`config.mk`:
```
export PLATFORM = sky130hd
export DESIGN_NAME = mcycle_ctrl
export DESIGN_NICKNAME = d
export VERILOG_FILES = /design/src/rtl/mcycle_ctrl.sv
export SDC_FILE = /design/constraint.sdc
export NUM_CORES = 1
export LEC_CHECK = 0
export ABC_AREA = 1
export BUFFER_PORTS_ARGS = -buffer_cell sky130_fd_sc_hd__buf_4
export CAP_MARGIN = 15
export CORE_UTILIZATION = 35
export CTS_BUF_LIST = sky130_fd_sc_hd__clkbuf_2
export CTS_CLUSTER_SIZE = 20
export DETAILED_ROUTE_END_ITERATION = 16
export PLACE_DENSITY = 0.66
export SYNTH_ARGS = -nofsm -noshare
export SYNTH_HDL_FRONTEND = slang
export SYNTH_SLANG_ARGS = --single-unit
```
`constraint.sdc`:
```
create_clock -name clk -period 1.1 [get_ports clk]
set_input_delay 0.22 -clock clk [delete_from_list [all_inputs] [get_ports clk]]
set_output_delay 0.22 -clock clk [all_outputs]
set_load 0.02 [all_outputs]
```
`src/rtl/mcycle_ctrl.sv`:
```
// mcycle_ctrl: main control FSM for the multicycle MIPS datapath
module mcycle_ctrl (
   input  logic       clk,
   input  logic       rst_n,
   input  logic [5:0] op,
   input  logic       zero,
   input  logic       mem_ready,
   output logic       mem_req,
   output logic       mem_we,
   output logic       iord,
   output logic       ir_write,
   output logic       reg_dst,
   output logic       mem_to_reg,
   output logic       reg_write,
   output logic       alu_src_a,
   output logic [1:0] alu_src_b,
   output logic [1:0] alu_op,
   output logic [1:0] pc_src,
   output logic       pc_en,
   output logic       instr_done,
   output logic       trap,
   output logic [3:0] state
);
   typedef enum logic [3:0] {
      S_FETCH   = 4'd0,
      S_DECODE  = 4'd1,
      S_MEMADR  = 4'd2,
      S_MEMRD   = 4'd3,
      S_MEMWB   = 4'd4,
      S_MEMWR   = 4'd5,
      S_EXECUTE = 4'd6,
      S_ALUWB   = 4'd7,
      S_BRANCH  = 4'd8,
      S_ADDIEX  = 4'd9,
      S_ADDIWB  = 4'd10,
      S_JUMP    = 4'd11,
      S_ILLEGAL = 4'd12
   } state_t;
   localparam logic [5:0] OP_RTYPE = 6'b000000;
   localparam logic [5:0] OP_J     = 6'b000010;
   localparam logic [5:0] OP_BEQ   = 6'b000100;
   localparam logic [5:0] OP_BNE   = 6'b000101;
   localparam logic [5:0] OP_ADDI  = 6'b001000;
   localparam logic [5:0] OP_LW    = 6'b100011;
   localparam logic [5:0] OP_SW    = 6'b101011;
   state_t r_state;
   state_t w_next;
   always_ff @(posedge clk) begin
      if (!rst_n) r_state <= S_FETCH;
      else        r_state <= w_next;
   end
   assign state = r_state;
   // outputs stay 0 throughout reset; unreachable encodings fall to the default
   always_comb begin
      w_next     = S_FETCH;
      mem_req    = 1'b0;
      mem_we     = 1'b0;
      iord       = 1'b0;
      ir_write   = 1'b0;
      reg_dst    = 1'b0;
      mem_to_reg = 1'b0;
      reg_write  = 1'b0;
      alu_src_a  = 1'b0;
      alu_src_b  = 2'b00;
      alu_op     = 2'b00;
      pc_src     = 2'b00;
      pc_en      = 1'b0;
      instr_done = 1'b0;
      trap       = 1'b0;
      if (rst_n) begin
         case (r_state)
            S_FETCH: begin
               mem_req   = 1'b1;
               alu_src_b = 2'b01;
               ir_write  = mem_ready;
               pc_en     = mem_ready;
               w_next    = mem_ready ? S_DECODE : S_FETCH;
            end
            S_DECODE: begin
               alu_src_b = 2'b11;
               case (op)
                  OP_LW, OP_SW:   w_next = S_MEMADR;
                  OP_RTYPE:       w_next = S_EXECUTE;
                  OP_BEQ, OP_BNE: w_next = S_BRANCH;
                  OP_ADDI:        w_next = S_ADDIEX;
                  OP_J:           w_next = S_JUMP;
                  default:        w_next = S_ILLEGAL;
               endcase
            end
            S_MEMADR: begin
               alu_src_a = 1'b1;
               alu_src_b = 2'b10;
               w_next    = (op == OP_LW) ? S_MEMRD : S_MEMWR;
            end
            S_MEMRD: begin
               mem_req = 1'b1;
               iord    = 1'b1;
               w_next  = mem_ready ? S_MEMWB : S_MEMRD;
            end
            S_MEMWB: begin
               reg_write  = 1'b1;
               mem_to_reg = 1'b1;
               instr_done = 1'b1;
            end
            S_MEMWR: begin
               mem_req    = 1'b1;
               mem_we     = 1'b1;
               iord       = 1'b1;
               instr_done = mem_ready;
               w_next     = mem_ready ? S_FETCH : S_MEMWR;
            end
            S_EXECUTE: begin
               alu_src_a = 1'b1;
               alu_op    = 2'b10;
               w_next    = S_ALUWB;
            end
            S_ALUWB: begin
               reg_write  = 1'b1;
               reg_dst    = 1'b1;
               instr_done = 1'b1;
            end
            S_BRANCH: begin
               alu_src_a  = 1'b1;
               alu_op     = 2'b01;
               pc_src     = 2'b01;
               pc_en      = (op == OP_BNE) ? !zero : zero;
               instr_done = 1'b1;
            end
            S_ADDIEX: begin
               alu_src_a = 1'b1;
               alu_src_b = 2'b10;
               w_next    = S_ADDIWB;
            end
            S_ADDIWB: begin
               reg_write  = 1'b1;
               instr_done = 1'b1;
            end
            S_JUMP: begin
               pc_src     = 2'b10;
               pc_en      = 1'b1;
               instr_done = 1'b1;
            end
            S_ILLEGAL: trap = 1'b1;
            default: ;
         endcase
      end
   end
endmodule

```
==> results of run 1 <==
==> synth_stat cells <==
library cell  count
buf_2             1
nor2_1           28
nand3_1           8
nor3_1            7
inv_1            18
nand2_1          18
a21oi_1           8
a211oi_1          1
o21ai_0           2
buf_1             1
nand2_2           3
nand4_1           2
nor4_1            1
a31oi_1           3
o21bai_1          1
dfxtp_1           4
nor2_2            1
==> cell families after synthesis <==
| logic type | share of synthesized area [%] |
|---|---|
| buf+inv | 14.4 |
| flops | 15.1 |
| simple gates | 54.8 |
| compound gates | 15.8 |
==> stage by stage <==
| step | setup slack, ps | hold WS (ps) | instance area (um^2) | TNS [ps] |
|---|---|---|---|---|
| floorplan | -129 | 438 | 783 | -921 |
| global placement | -263 | 686 | 1200 | -2220 |
| detailed placement | -318 | 703 | 1200 | -2650 |
| CTS | -399 | 488 | 1290 | -6040 |
==> timing repair <==
action,CTS
gates resized for setup,17
pin swaps,9
setup endpoints to repair,20
buffers inserted,2
==> metrics.cfg, run 1 <==
[cts]
clockBufferDepth=2
clock-sinks=4
postCtsHoldBufs=0
htreeDepth=1
cts_made_buffers=3
cts_root_buf=clkbuf_2

[logic_synthesis]
synth-seq-area-share_pct=15.1
postSynthAreaPerCell_um2=4.97
synth_seq_cells=4
synthCells=107
synthesis.area_um2=532
netlist_top_cells_area=nor2_1 20%, dfxtp_1 15%, inv_1 13%
yosysUniqueCellTypes=17
yosysWarningCount=0
synth_top_area_cell=nor2_1
synth_top_area_share_pct=19.8
synthesis.nets=117

[timing]
worst-ep-kind=top-level output
crit_endpoint=alu_src_a

[floorplanning]
start_util_pct=39.4
die_x_um=41.0
ios=31
die_h_um=41.0
rows=13

[placement]
gp_congestion=0.828
io_buffers=30
dp.cells=173
dpl.hpwl_mm=1.79

[run_status]
lastStage=5_1_grt
stop_error=[ERROR DPL-0038] Utilization greater than 100%, impossible to legalize
status=aborted with a tool error

[global_routing]
grt_max_degree=11

==> inputs of run 2 (changes only) <==
Settings changed: CORE_AREA set to 2 2 63 65, CORE_UTILIZATION 35 to unset, CTS_BUF_LIST sky130_fd_sc_hd__clkbuf_2 to unset, CTS_CLUSTER_SIZE 20 to unset, DIE_AREA set to 0 0 65 67, PLACE_DENSITY 0.66 to unset, PLACE_DENSITY_LB_ADDON set to 0.15.
Clock period 1.1 ns to 1.4 ns, I/O delays scaled along.
==> metrics.cfg, run 2 <==
[drt]
wl_mm=1.97
ant_nets=0
vias=864
first_pass_iters=4
viasPerCell=4.02
drcViolationCount=0
drtIter0Drc=15
avgRoutedWirePerCell_um=9.15

[cts]
cts_root_buf=clkbuf_8
path_clk_slew_ps=30
clk_latency_ps=210
cts_made_buffers=3  ; unchanged
cts_tree=done
clockBufferDepth=2  ; unchanged
postCtsHoldBufs=0  ; unchanged
htreeDepth=1  ; unchanged
clock-sinks=4  ; unchanged

[timing]
fmax_ghz=0.638
rsz0062_at_grt=yes
period_share_pct=112
slew_violations=0
hold_viol_final=0
slew_headroom_pct=81.7
skew_ps=0.0675
setup_viol_count_final=17
tightest_slew_ps=274
worst_slack_ps=-168
fin_crit_ps=1570

[floorplanning]
start_util_pct=14.7  ; -25 points
die_x_um=65  ; +59%
core-area_mm2=0.00361
die_h_um=67  ; +63%
dieArea_mm2=0.00436
ios=31  ; unchanged
rows=22  ; +9

[logic_synthesis]
synthCells=107  ; unchanged
synth-edff-count=0  ; unchanged
synth_top_area_cell=nor2_1
synthArstFlopShare_pct=0  ; unchanged
yosysUniqueCellTypes=17  ; unchanged
synthesis.area_um2=532  ; unchanged
synthTopCellsByCount=28 x nor2_1, 18 x inv_1, 18 x nand2_1
synth-seq-area-share_pct=15.1  ; unchanged
netlist_top_cells_area=nor2_1 20%, dfxtp_1 15%, inv_1 13%
yosysWarningCount=0  ; unchanged
synth_most_common_cell=nor2_1
synth_seq_cells=4  ; unchanged
postSynthAreaPerCell_um2=4.97  ; unchanged
synthesis.nets=117  ; unchanged
synth_top_area_share_pct=19.8  ; unchanged
ys.flop_type=dfxtp_1

[finish]
antennaDiodeCount=0
drive_gt1_share_pct=62.9
regArea_um2=90.1
fin_nets=179
largest_reg_flops=4
final_area_mm2=0.00128
syn_to_final_growth_pct=141
layout_commonest_cell=buf_4
fillers=409
multi_input_area_um2=559
final_cell_mix=55 x buf_4, 17 x nor2_1, 13 x inv_1, 13 x nand2_1

[setup_path]
reg2reg_slack_ps=20
critPathMaxFanout=5
critPathCapture=pc_en
startpoint=state[1]
start_kind=register
regToRegStartpoint=state[3]
reg2reg_depth=10
arrival_ps=1290
cp_data_required_time_ps=1120
cp_cell_sequence=inv_2, nand2_4, nor2_4, nand3_2, a31oi_4, buf_6
worst_r2r_endpoint=state[1]
crit_path_top_delay_cell=dfxtp_4
worst_setup_path_end_kind=output port
critPathKind=register to output port
slowest_delay_ps=360

[run_status]
violations=negative setup slack
status=finished with violations

[global_routing]
grt_max_degree=14
globalRouteOverflowTotal=0
grt_util_all_layers_pct=9.85
first_global_vias=835
grt_pass1_wl_mm=3.41
antenna_found_initial=0

[power]
power_mw=0.740
total_leakage_power_nw=0.593
p_per_area_mw_per_mm2=578
vdd_ir_drop_max_mv=0.184

[placement]
dpl.hpwl_mm=1.70  ; -5.3%
detailed_place.area_mm2=0.00108  ; -10%
gp_congestion=0.768  ; -7.2%
io_buffers=30  ; unchanged

[hold_path]
hold_class=primary input to register

[flow_run]
cap_violations=0

## run 2: cell counts after synthesis
No cell type changed its count.
## run 2: area by class of cell
type,instances,area share (%)
inverters,18,5.66
well taps,48,4.69
flip-flops and latches,4,7.03
repair buffers,59,35.7
clock buffers,3,3.22
multi-input cells,83,43.7
## run 2: through the flow
| step | setup slack, ps | utilization [%] | instances | hold slack [ps] | TNS, ps |
|---|---|---|---|---|---|
| after floorplan | -87.1 | - | 107 | 538 | -87.1 |
| after global placement | -133 | 29.8 | 211 | 751 | -304 |
| after detailed placement | -137 | 29.8 | 211 | 753 | -320 |
| after CTS | -178 | 34.9 | 215 | 542 | -2060 |
| after global routing | -232 | 35.5 | 215 | 558 | -3320 |
| final | -168 | 35.5 | 215 | 546 | -1820 |
## run 2: cell families (layout without fill, tap and decap cells)
kind of cell | count (synthesis) | count (layout) | share of synthesized area, %
flops | 4 | 4 | 15.1
compound gates | 15 | 15 | 15.8
simple gates | 68 | 68 | 54.8
buf+inv | 20 | 80 | 14.4
## run 2: timing repair
action / CTS / global route
pin swaps: 7 / 0
buffers inserted: 1 / 0
gates resized for setup: 41 / 5
gates cloned: 0 / 0
setup endpoints to repair: 17 / 20
## run 2: critical path: cells and delay by family, from the launching register on
kind | cells | cell delay [ps]
AND/OR/NAND/NOR | 3 | 330
AO/OA/AOI/OAI | 1 | 170
flip-flops | 1 | 360
buffers and inverters | 2 | 210
## run 2: worst min path at each step
stage / start / to / slack [ps] / depth (start not counted)
5_1_grt: mem_ready / state[0] / 560 / 4
3_5_place_dp: state[0] / state[3] / 750 / 4
3_3_place_gp: state[0] / state[3] / 750 / 4
6_report: mem_ready / state[0] / 550 / 4
4_1_cts: mem_ready / state[0] / 540 / 4
2_1_floorplan: mem_ready / state[0] / 540 / 2
## run 2: per-layer routing
| metal | wire length (um) | part of all wire, % | GRT usage, % |
|---|---|---|---|
| met2 | 980 | 50 | 17.5 |
| met1 | 869 | 44 | 11.7 |
| met3 | 117 | 5.9 | 2.03 |
| met4 | 0 | 0 | 3.19 |
| met5 | 0 | 0 | 0 |
## run 2: power by group
part | internal, mW | switching, mW | total [mW]
combinational | 0.177 | 0.195 | 0.372
clock | 0.183 | 0.0533 | 0.236
sequential | 0.122 | 0.0105 | 0.132
Power figures use the tool's default switching activity.
==> inputs of run 3 (changes only) <==
Clock period 1.4 ns to 1.59 ns, I/O delays scaled along.
==> metrics.cfg, run 3 (synthesized netlist as in run 2, its figures left out) <==
[timing]
rsz0062_at_grt=yes
fmax_ghz=0.624
slew_headroom_pct=83.4  ; +1.7 points
worst_slack_ps=-13.7  ; +154 ps
fin_crit_ps=1600
slew_violations=0  ; unchanged
tightest_slew_ps=249  ; -25.2 ps
period_share_pct=101
hold_viol_final=0  ; unchanged
skew_ps=0.621  ; +0.553 ps
setup_viol_count_final=2  ; -15
holdWs_ps=562  ; +16.0 ps

[setup_path]
start_kind=register
cp_cell_sequence=inv_8, nand2_8, nor2_4, inv_2, a31oi_1, buf_4
critPathMaxFanout=5  ; unchanged
path_delay_family=flip-flops
regToRegStartpoint=state[3]
arrival_ps=1290  ; about the same
critPathKind=register to output port
crit_buf_inv=3  ; +1
startpoint=state[3]
slowest_delay_ps=370  ; about the same
worst_setup_path_end_kind=output port
crit_path_top_delay_cell=dfxtp_4
cp_data_required_time_ps=1270  ; +150 ps

[floorplanning]
die_x_um=65  ; unchanged
rows=22  ; unchanged
dieArea_mm2=0.00436  ; unchanged
start_util_pct=14.7  ; unchanged
core-area_mm2=0.00361  ; unchanged
die_h_um=67  ; unchanged
ios=31  ; unchanged

[power]
power.switching_mw=0.224  ; -13%
total_leakage_power_nw=0.517  ; -13%
share_seq_of_total_power_pct=19.6  ; +1.8 points
sw_frac_of_total_pct=36.0  ; +1.1 points
p_int_mw=0.399  ; -17%
vdd_ir_drop_max_mv=0.168  ; -9.1%
p_per_area_mw_per_mm2=537  ; -7.1%
clockPowerShare_pct=32.7  ; +0.8 points
power.share.combinational_pct=47.7  ; -2.6 points

[drt]
viasPerCell=4.09  ; +1.8%
wl_mm=2.04  ; +3.7%
drtIter0Drc=43  ; +28
first_pass_iters=4  ; unchanged
ant_nets=0  ; unchanged
drcViolationCount=0  ; unchanged
avgRoutedWirePerCell_um=10.2  ; +11%
vias=818  ; -5.3%

[finish]
fin_cells=200  ; -7.0%
drive_gt1_share_pct=53.3  ; -9.6 points
final_area_mm2=0.00116  ; -9.5%
antennaDiodeCount=0  ; unchanged
syn_to_final_growth_pct=118
largest_reg_flops=4  ; unchanged
final_cell_mix=42 x buf_4, 18 x nor2_1, 14 x nand2_1, 12 x inv_1
layout_commonest_cell=buf_4
fin_nets=164  ; -8.4%

[placement]
place_ws_ps=52.5  ; +190 ps
dp.cells=190  ; -10%
io_buffers=30  ; unchanged
dpl.hpwl_mm=1.59  ; -6.2%
gp_congestion=0.786  ; +2.3%
detailed_place.area_um2=872  ; -19%

[run_status]
violations=negative setup slack
status=finished with violations

[cts]
path_clk_slew_ps=30  ; about the same
clockBufferDepth=2  ; unchanged
postCtsHoldBufs=0  ; unchanged
cts_tree=done
cts_root_buf=clkbuf_8
clock-sinks=4  ; unchanged
cts_made_buffers=3  ; unchanged
clk_latency_ps=210  ; about the same
htreeDepth=1  ; unchanged

[global_routing]
grt_util_all_layers_pct=9.82  ; -0.032 points
grt_pass1_wl_mm=3.37  ; -1.2%
antenna_found_initial=0  ; unchanged
first_global_vias=828  ; -0.84%
grt_max_degree=11  ; -3
globalRouteOverflowTotal=0  ; unchanged

[hold_path]
hp-start=rst_n
hold_class=primary input to register

[flow_run]
cap_violations=0  ; unchanged

## run 3: cell types whose count changed in the layout (fill, tap and decap cells not counted), moves of 3 or more
cell     before  now
buf_4        55   42
nor3_1        2    6
a21oi_2       4    1
nand2_8       0    3
nor2_2        7    4
nand2_2       4    1
a21oi_1       4    7
## run 3: metal layers
layer	GRT usage (%)	routed length, um	up-vias
li1	-	-	436
met3	2.36	133	4
met1	11.4	930	351
met4	5.32	38	0
met2	16.6	938	27
met5	0	0	-
## run 3: layout make-up
type	instances	area, um^2
Timing Repair Buffer	44	338
Clock buffer	3	41.3
Fill cell	411	2450
Sequential cell	4	92.6
Multi-Input combinational cell	83	541
Inverter	18	87.6
Tap cell	48	60.1
## run 3: repair_timing
item / CTS / global route
pin swaps: 8 / 11
buffers inserted: 7 / 0
gates resized for setup: 45 / 14
endpoints found under the setup margin: 8 / 10
## run 3: metrics by stage
stage	total power [mW]	utilization [%]	TNS [ps]
after floorplan	0.234	-	-11.0
after global placement	0.333	24.2	0
after detailed placement	0.333	24.2	0
after CTS	0.616	30.9	-3.85
after global routing	0.663	32.2	-361
final	0.623	32.2	-15.9
## run 3: worst paths after layout
path                       end  slack [ps]  cells past startpoint
hold / removal        state[1]         560                      4
setup / recovery  alu_src_b[1]         -10                      6
hold reg to reg       state[3]         700                      4
setup reg to reg      state[0]         120                      9
## run 3: power groups by stage
stage          clock [mW]  combinational, mW  sequential [mW]
6_report            0.204              0.297            0.122
5_1_grt             0.216              0.324            0.123
4_1_cts             0.210              0.287            0.120
3_5_place_dp            0              0.219            0.114
3_3_place_gp            0              0.219            0.114
2_1_floorplan           0              0.111            0.122
## run 3: worst min-delay path, cell delays in order
cell	delay (ps)
buf_4	80
inv_1	60
buf_4	180
nor2_1	100
